$ cat config.mk
export PLATFORM = sky130hd
export DESIGN_NAME = eth_tx_arbiter
export DESIGN_NICKNAME = d
export VERILOG_FILES = /design/src/rtl/rgmii_pkg.sv /design/src/rtl/rr_arbiter.sv /design/src/rtl/eth_tx_arbiter.sv
export SDC_FILE = /design/constraint.sdc
export NUM_CORES = 1
export LEC_CHECK = 0
export ABC_CLOCK_PERIOD_IN_PS = 3800
export BUFFER_PORTS_ARGS = -buffer_cell sky130_fd_sc_hd__clkbuf_2
export CORE_ASPECT_RATIO = 1.4
export CORE_UTILIZATION = 48
export DETAILED_ROUTE_END_ITERATION = 10
export GPL_TIMING_DRIVEN = 0
export PLACE_DENSITY = 0.81
export SYNTH_ARGS = -nofsm -noshare
export SYNTH_HDL_FRONTEND = slang
export SYNTH_SLANG_ARGS = --single-unit
$ cat constraint.sdc
create_clock -name clk_i -period 3.8 [get_ports clk_i]
set_input_delay 0.38 -clock clk_i [delete_from_list [all_inputs] [get_ports clk_i]]
set_output_delay 0.38 -clock clk_i [all_outputs]
set_load 0.1 [all_outputs]
$ cat src/rtl/rgmii_pkg.sv
// Shared types and constants for the Ethernet transmit path.
package rgmii_pkg;

    typedef enum logic [1:0] {
        IDLE,
        XFER,
        DRAIN,
        GAP
    } eth_tx_arb_state_t;

    localparam int IFG_BYTES = 12;

endpackage

$ cat src/rtl/rr_arbiter.sv
// Rotating-priority encoder: first requester after last_grant wins.
module rr_arbiter #(
    parameter  int NUM_SRC = 4,
    localparam int GW      = (NUM_SRC > 1) ? $clog2(NUM_SRC) : 1
) (
    input  logic [NUM_SRC-1:0] req,
    input  logic [GW-1:0]      last_grant,
    output logic [GW-1:0]      grant,
    output logic               any_req
);

    // Scan from farthest to nearest so the nearest requester is written last.
    always_comb begin
        grant = '0;
        for (int i = NUM_SRC; i >= 1; i--) begin
            if (req[(int'(last_grant) + i) % NUM_SRC])
                grant = GW'((int'(last_grant) + i) % NUM_SRC);
        end
    end

    assign any_req = |req;

endmodule

$ cat src/rtl/eth_tx_arbiter.sv
// Packet-granular round-robin arbiter sharing one Ethernet TX stream
// between several AXI-Stream sources, with length checking and IFG.
module eth_tx_arbiter
    import rgmii_pkg::*;
#(
    parameter  int NUM_SRC       = 4,
    parameter  int DATA_WIDTH    = 8,
    parameter  int PAYLOAD_WIDTH = 11,
    parameter  int IFG_CYCLES    = IFG_BYTES,
    localparam int GW            = $clog2(NUM_SRC)
) (
    input  logic                             clk_i,
    input  logic                             rst_i,
    input  logic [NUM_SRC-1:0]               s_tvalid_i,
    input  logic [NUM_SRC*DATA_WIDTH-1:0]    s_tdata_i,
    input  logic [NUM_SRC-1:0]               s_tlast_i,
    output logic [NUM_SRC-1:0]               s_tready_o,
    input  logic [NUM_SRC*PAYLOAD_WIDTH-1:0] s_payload_bytes_i,
    output logic                             m_tvalid_o,
    output logic [DATA_WIDTH-1:0]            m_tdata_o,
    output logic                             m_tlast_o,
    input  logic                             m_tready_i,
    output logic [PAYLOAD_WIDTH-1:0]         payload_bytes_o,
    output logic [GW-1:0]                    grant_o,
    output logic                             busy_o,
    output logic                             len_err_o
);

    localparam int GCW = (IFG_CYCLES > 1) ? $clog2(IFG_CYCLES) : 1;
    localparam logic [GCW-1:0] GAP_LAST =
        GCW'((IFG_CYCLES > 0) ? IFG_CYCLES - 1 : 0);
    localparam eth_tx_arb_state_t POST_PKT = (IFG_CYCLES == 0) ? IDLE : GAP;

    eth_tx_arb_state_t        state, state_d;
    logic [GW-1:0]            last_grant, sel;
    logic                     any_req;
    logic [PAYLOAD_WIDTH-1:0] sel_len, beat_cnt;
    logic [GCW-1:0]           gap_cnt;
    logic                     last_beat, hs, err_d;

    rr_arbiter #(
        .NUM_SRC(NUM_SRC)
    ) u_rr (
        .req       (s_tvalid_i),
        .last_grant(last_grant),
        .grant     (sel),
        .any_req   (any_req)
    );

    assign sel_len   = s_payload_bytes_i[int'(sel)*PAYLOAD_WIDTH +: PAYLOAD_WIDTH];
    assign last_beat = (beat_cnt == payload_bytes_o - PAYLOAD_WIDTH'(1));
    assign busy_o    = (state != IDLE);

    always_ff @(posedge clk_i or posedge rst_i) begin
        if (rst_i) state <= IDLE;
        else       state <= state_d;
    end

    always_comb begin
        state_d    = state;
        s_tready_o = '0;
        m_tvalid_o = 1'b0;
        m_tlast_o  = 1'b0;
        m_tdata_o  = s_tdata_i[int'(grant_o)*DATA_WIDTH +: DATA_WIDTH];
        hs         = 1'b0;
        err_d      = 1'b0;
        unique case (state)
            IDLE: begin
                if (any_req) begin
                    // A zero-length declaration cannot be framed; discard it.
                    if (sel_len == '0) begin
                        state_d = DRAIN;
                        err_d   = 1'b1;
                    end else begin
                        state_d = XFER;
                    end
                end
            end
            XFER: begin
                m_tvalid_o          = s_tvalid_i[grant_o];
                s_tready_o[grant_o] = m_tready_i;
                m_tlast_o           = last_beat | s_tlast_i[grant_o];
                hs                  = m_tvalid_o & m_tready_i;
                if (hs) begin
                    if (last_beat && s_tlast_i[grant_o]) begin
                        state_d = POST_PKT;
                    end else if (last_beat) begin
                        state_d = DRAIN;
                        err_d   = 1'b1;
                    end else if (s_tlast_i[grant_o]) begin
                        state_d = POST_PKT;
                        err_d   = 1'b1;
                    end
                end
            end
            DRAIN: begin
                s_tready_o[grant_o] = 1'b1;
                if (s_tvalid_i[grant_o] && s_tlast_i[grant_o])
                    state_d = POST_PKT;
            end
            GAP: begin
                if (gap_cnt == GAP_LAST)
                    state_d = IDLE;
            end
            default: state_d = IDLE;
        endcase
    end

    always_ff @(posedge clk_i or posedge rst_i) begin
        if (rst_i) begin
            grant_o         <= '0;
            last_grant      <= GW'(NUM_SRC - 1);
            payload_bytes_o <= '0;
            beat_cnt        <= '0;
            gap_cnt         <= '0;
            len_err_o       <= 1'b0;
        end else begin
            len_err_o <= err_d;
            if (state == IDLE && any_req) begin
                grant_o         <= sel;
                last_grant      <= sel;
                payload_bytes_o <= sel_len;
                beat_cnt        <= '0;
            end else if (hs) begin
                beat_cnt <= beat_cnt + 1'b1;
            end
            if (state != GAP) gap_cnt <= '0;
            else              gap_cnt <= gap_cnt + 1'b1;
        end
    end

endmodule

==> run summary <==
==========================================================================================
Post-Syn Nets ...............................................................          394
Routed length on met3 .......................................................       252 um
Mean area per synthesized cell ..............................................     8.91 um2
Data arrival at the endpoint of the critical path ...........................      3310 ps
Final Hold Vio Count ........................................................            0
Vias in the first global route ..............................................        2,598
Number of synthesis warnings ................................................            0
Number of diodes ............................................................            0
Worst-case register-to-register setup slack .................................       160 ps
Iteration-0 DRC Markers .....................................................          109
Transition time at the pin with the least slew margin .......................       621 ps
Largest net degree at the start of global routing ...........................           34
Netlist cell types ..........................................................           48
Endpoint of the worst-slack reg-to-reg timing path ..........................     state[1]
Uppermost layer routed ......................................................         met4
Total non-filler cell area in the finished layout ...........................     3470 um2
Required time of the critical path ..........................................      3420 ps
Worst reg2reg path startpoint ............................................... payload_bytes_o[1]
Total I/O pin count .........................................................          116
Post-CTS setup buffer count .................................................            0
H-tree depth reported by CTS ................................................            2
Maximum buffer depth of the clock tree ......................................            2
Start point of the critical path ............................................ payload_bytes_o[1]
Std-Cell Core Area ..........................................................     5240 um2
Crit-path max FO ............................................................            4
Number of instances resized during post-cts repair ..........................            2
Worst skew pair latency .....................................................       280 ps
Result of the run ........................................................... complete, no violations
F_max .......................................................................      271 MHz
Cell area after synthesis ...................................................     2650 um2
Chip width ..................................................................      64.7 um
Cell count of the worst reg-to-reg path .....................................           15
DRC viols ...................................................................            0
First-pass GRT wire length ..................................................    11,900 um
Routed wire per std cell ....................................................      14.8 um
Routed via count ............................................................        2,728
Static leakage power ........................................................      1.65 nW
Final estimated routing congestion in global placement ......................        0.845
Routed length on met2 .......................................................      3930 um
Kind of path behind the tightest hold check ................................. input port to asynchronous set/reset pin
Initial antenna violation count .............................................            0
Clock edge transition at the registers on the reported setup and hold paths .        60 ps
Total Die Area ..............................................................     5820 um2
Share of cells above drive strength 1 .......................................        36.8%
Post-synth top flop .........................................................      dfrtp_1
Endpoints failing setup .....................................................            0
Clock tree from TritonCTS ...................................................          yes
Post-Syn Instances ..........................................................          297
Relative area change from synthesis to final layout .........................        31.1%
Fin Clk Skew ................................................................      4.21 ps
GR Overflow Total ...........................................................            0
Number of enable flip-flop cells after synthesis ............................            0
Ratio of routed vias to standard cells ......................................         5.60
Buffer type at the clock tree root ..........................................     clkbuf_8
Kind of start point of the critical path ....................................         flop
Starting utilization of the core area .......................................        50.5%
Port buffer count ...........................................................          115
Met1 wire length ............................................................      2930 um
Overall fraction of global-route tracks in use ..............................        25.6%
Cell Area, Placed ...........................................................     3320 um2
Count of clock tree sinks ...................................................           33
Hold buffer count at cts ....................................................            0
Number of synthesized register bits .........................................           33
Sequential area share after synthesis .......................................        31.3%
Number of buffers added by the clock tree synthesis step ....................            5
Number of nets in the finished design .......................................          517
Class of the most critical setup path ....................................... flop to output pin
Cell Rows ...................................................................           31
Final period demand of the worst path .......................................      3690 ps
Vertical die dimension ......................................................      89.8 um
Unrepaired setup endpoints after global routing .............................           no
Number of inserted filler cells in the final layout .........................          461
Post-layout util ............................................................        66.2%
Largest cells by area after synthesis ....................................... dfrtp_1 29%, mux4_2 8.5%, nand2_1 5.5%
Final HPWL from detailed placement ..........................................      5810 um
Worst vdd ir ................................................................       366 uV
Drt total wl ................................................................      7220 um
Cell type with the highest aggregate area in the netlist ....................      dfrtp_1
Iteration count of the initial detailed-routing pass ........................            4
Sort of element at the end of the critical path .............................   output pin
Max-slew violation count ....................................................            0
Remaining max-slew budget at the tightest pin ...............................        58.6%
Count of nets left with antenna violations after detail routing .............            0
Max-cap violation count .....................................................            0
Proportion of synthesized flip-flops having asynchronous set or reset .......         100%
Top-area cell type share of the netlist area ................................        29.3%
Final critical-path share of the clock period ...............................        97.1%
Cell Pwr Density ............................................................   928 nW/um2
==========================================================================================
==> metrics by stage <==
stage          instances  hold slack [ps]  TNS, ps  total power [W]  setup slack (ps)
6_report             487              101        0          0.00322               109
5_1_grt              487              130        0          0.00341              16.2
4_1_cts              486              444        0          0.00318              25.1
3_5_place_dp         478              455    -41.3          0.00291             -40.8
3_3_place_gp         478              452    -21.8          0.00287             -21.8
2_1_floorplan        297              432    -98.5          0.00252             -98.5
==> worst max-delay path, cell delays in order, from the launching register on <==
cell,delay [ps]
dfrtp_2,440
or3_1,420
or3_1,370
or3_1,380
mux2_1,230
mux2i_1,60
o22a_1,230
a2111o_1,330
ha_1,260
nor2_4,130
buf_12,180
==> cell usage after synthesis (all sizes together) (2+ instances only) <==
library cell,n
mux2i,2
nor3,3
dfstp,2
nand2b,4
a21o,2
nand3b,2
ha,10
nand3,5
o22ai,4
or4,2
nor2,24
buf,5
xnor2,11
o21ai,11
dfrtp,31
inv,11
a21oi,19
nor4,2
nand2,39
nor3b,2
mux4,10
and2,6
or3,6
clkbuf,13
xor2,12
a211oi,12
nand4,5
nor2b,4
a22oi,5
o31a,13
o31ai,9
==> cell usage in the layout (no fill, tap or decap), types with 4 or more instances in the layout <==
cell type | Yosys | routed
nand2_1 | 39 | 39
o31ai_1 | 9 | 9
or3_1 | 6 | 6
o22ai_1 | 4 | 4
mux4_2 | 10 | 10
ha_1 | 10 | 10
clkbuf_2 | 0 | 114
dfrtp_1 | 31 | 28
clkbuf_8 | 0 | 6
nor2b_1 | 4 | 4
o21ai_1 | 5 | 5
nand2b_1 | 4 | 4
nor2_1 | 24 | 23
a21oi_1 | 18 | 18
xor2_1 | 12 | 12
o21ai_0 | 6 | 6
a211oi_2 | 5 | 5
and2_1 | 6 | 6
nand3_1 | 5 | 5
a211oi_1 | 7 | 7
xnor2_1 | 11 | 11
o31a_1 | 13 | 13
a22oi_1 | 5 | 5
nand4_1 | 5 | 5
clkbuf_1 | 13 | 15
inv_1 | 11 | 11
==> sequential cells by signal (all words and copies together), names as in the netlist <==
| signal | cells |
|---|---|
| grant_o | 2 |
| beat_cnt | 11 |
| state | 2 |
| payload_bytes_o | 11 |
| gap_cnt | 4 |
| len_err_o | 1 |
| last_grant | 2 |
==> power breakdown <==
part           leakage [nW]  internal, W  switching, W
clock network        0.0455     0.000148      0.000119
logic                  1.19     0.000626       0.00171
registers             0.420     0.000474      0.000145
total                  1.65      0.00125       0.00197
==> final cells by class <==
type | count | area [um2] | share of cell area, %
multi-input cells | 235 | 1730 | 49.7
flip-flops and latches | 33 | 832 | 24.0
repair buffers | 116 | 618 | 17.8
clock buffers | 8 | 90.1 | 2.60
well taps | 66 | 82.6 | 2.38
plain buffers | 18 | 78.8 | 2.27
inverters | 11 | 41.3 | 1.19
==> how the worst max path moves through the flow <==
stage	to	slack (ps)	cells after the start
floorplan	m_tlast_o	-100	9
global placement	state[1]	-20	15
detailed placement	state[1]	-40	15
CTS	m_tlast_o	30	10
global route	state[1]	20	15
finish	m_tlast_o	110	10
==> routing by layer <==
layer  vias to the layer above  GRT usage, %
met5                         -             0
met2                        79          44.9
li1                       1331             -
met4                         0          7.04
met1                      1306          32.0
met3                        12          3.55
==> kinds of logic (layout without fill, tap and decap cells) <==
kind of cell             after synthesis  in the layout  synth area share, %
multiplexers                          13             13                 9.70
adder cells (fa/ha/maj)               10             10                 4.73
AO/OA/AOI/OAI                         82             82                 22.3
XOR/XNOR                              23             23                 7.62
buffers and inverters                 29            153                 4.54
flip-flops                            33             33                 31.3
AND/OR/NAND/NOR                      107            107                 19.8
No activity file was read; power rests on OpenSTA's default activity.
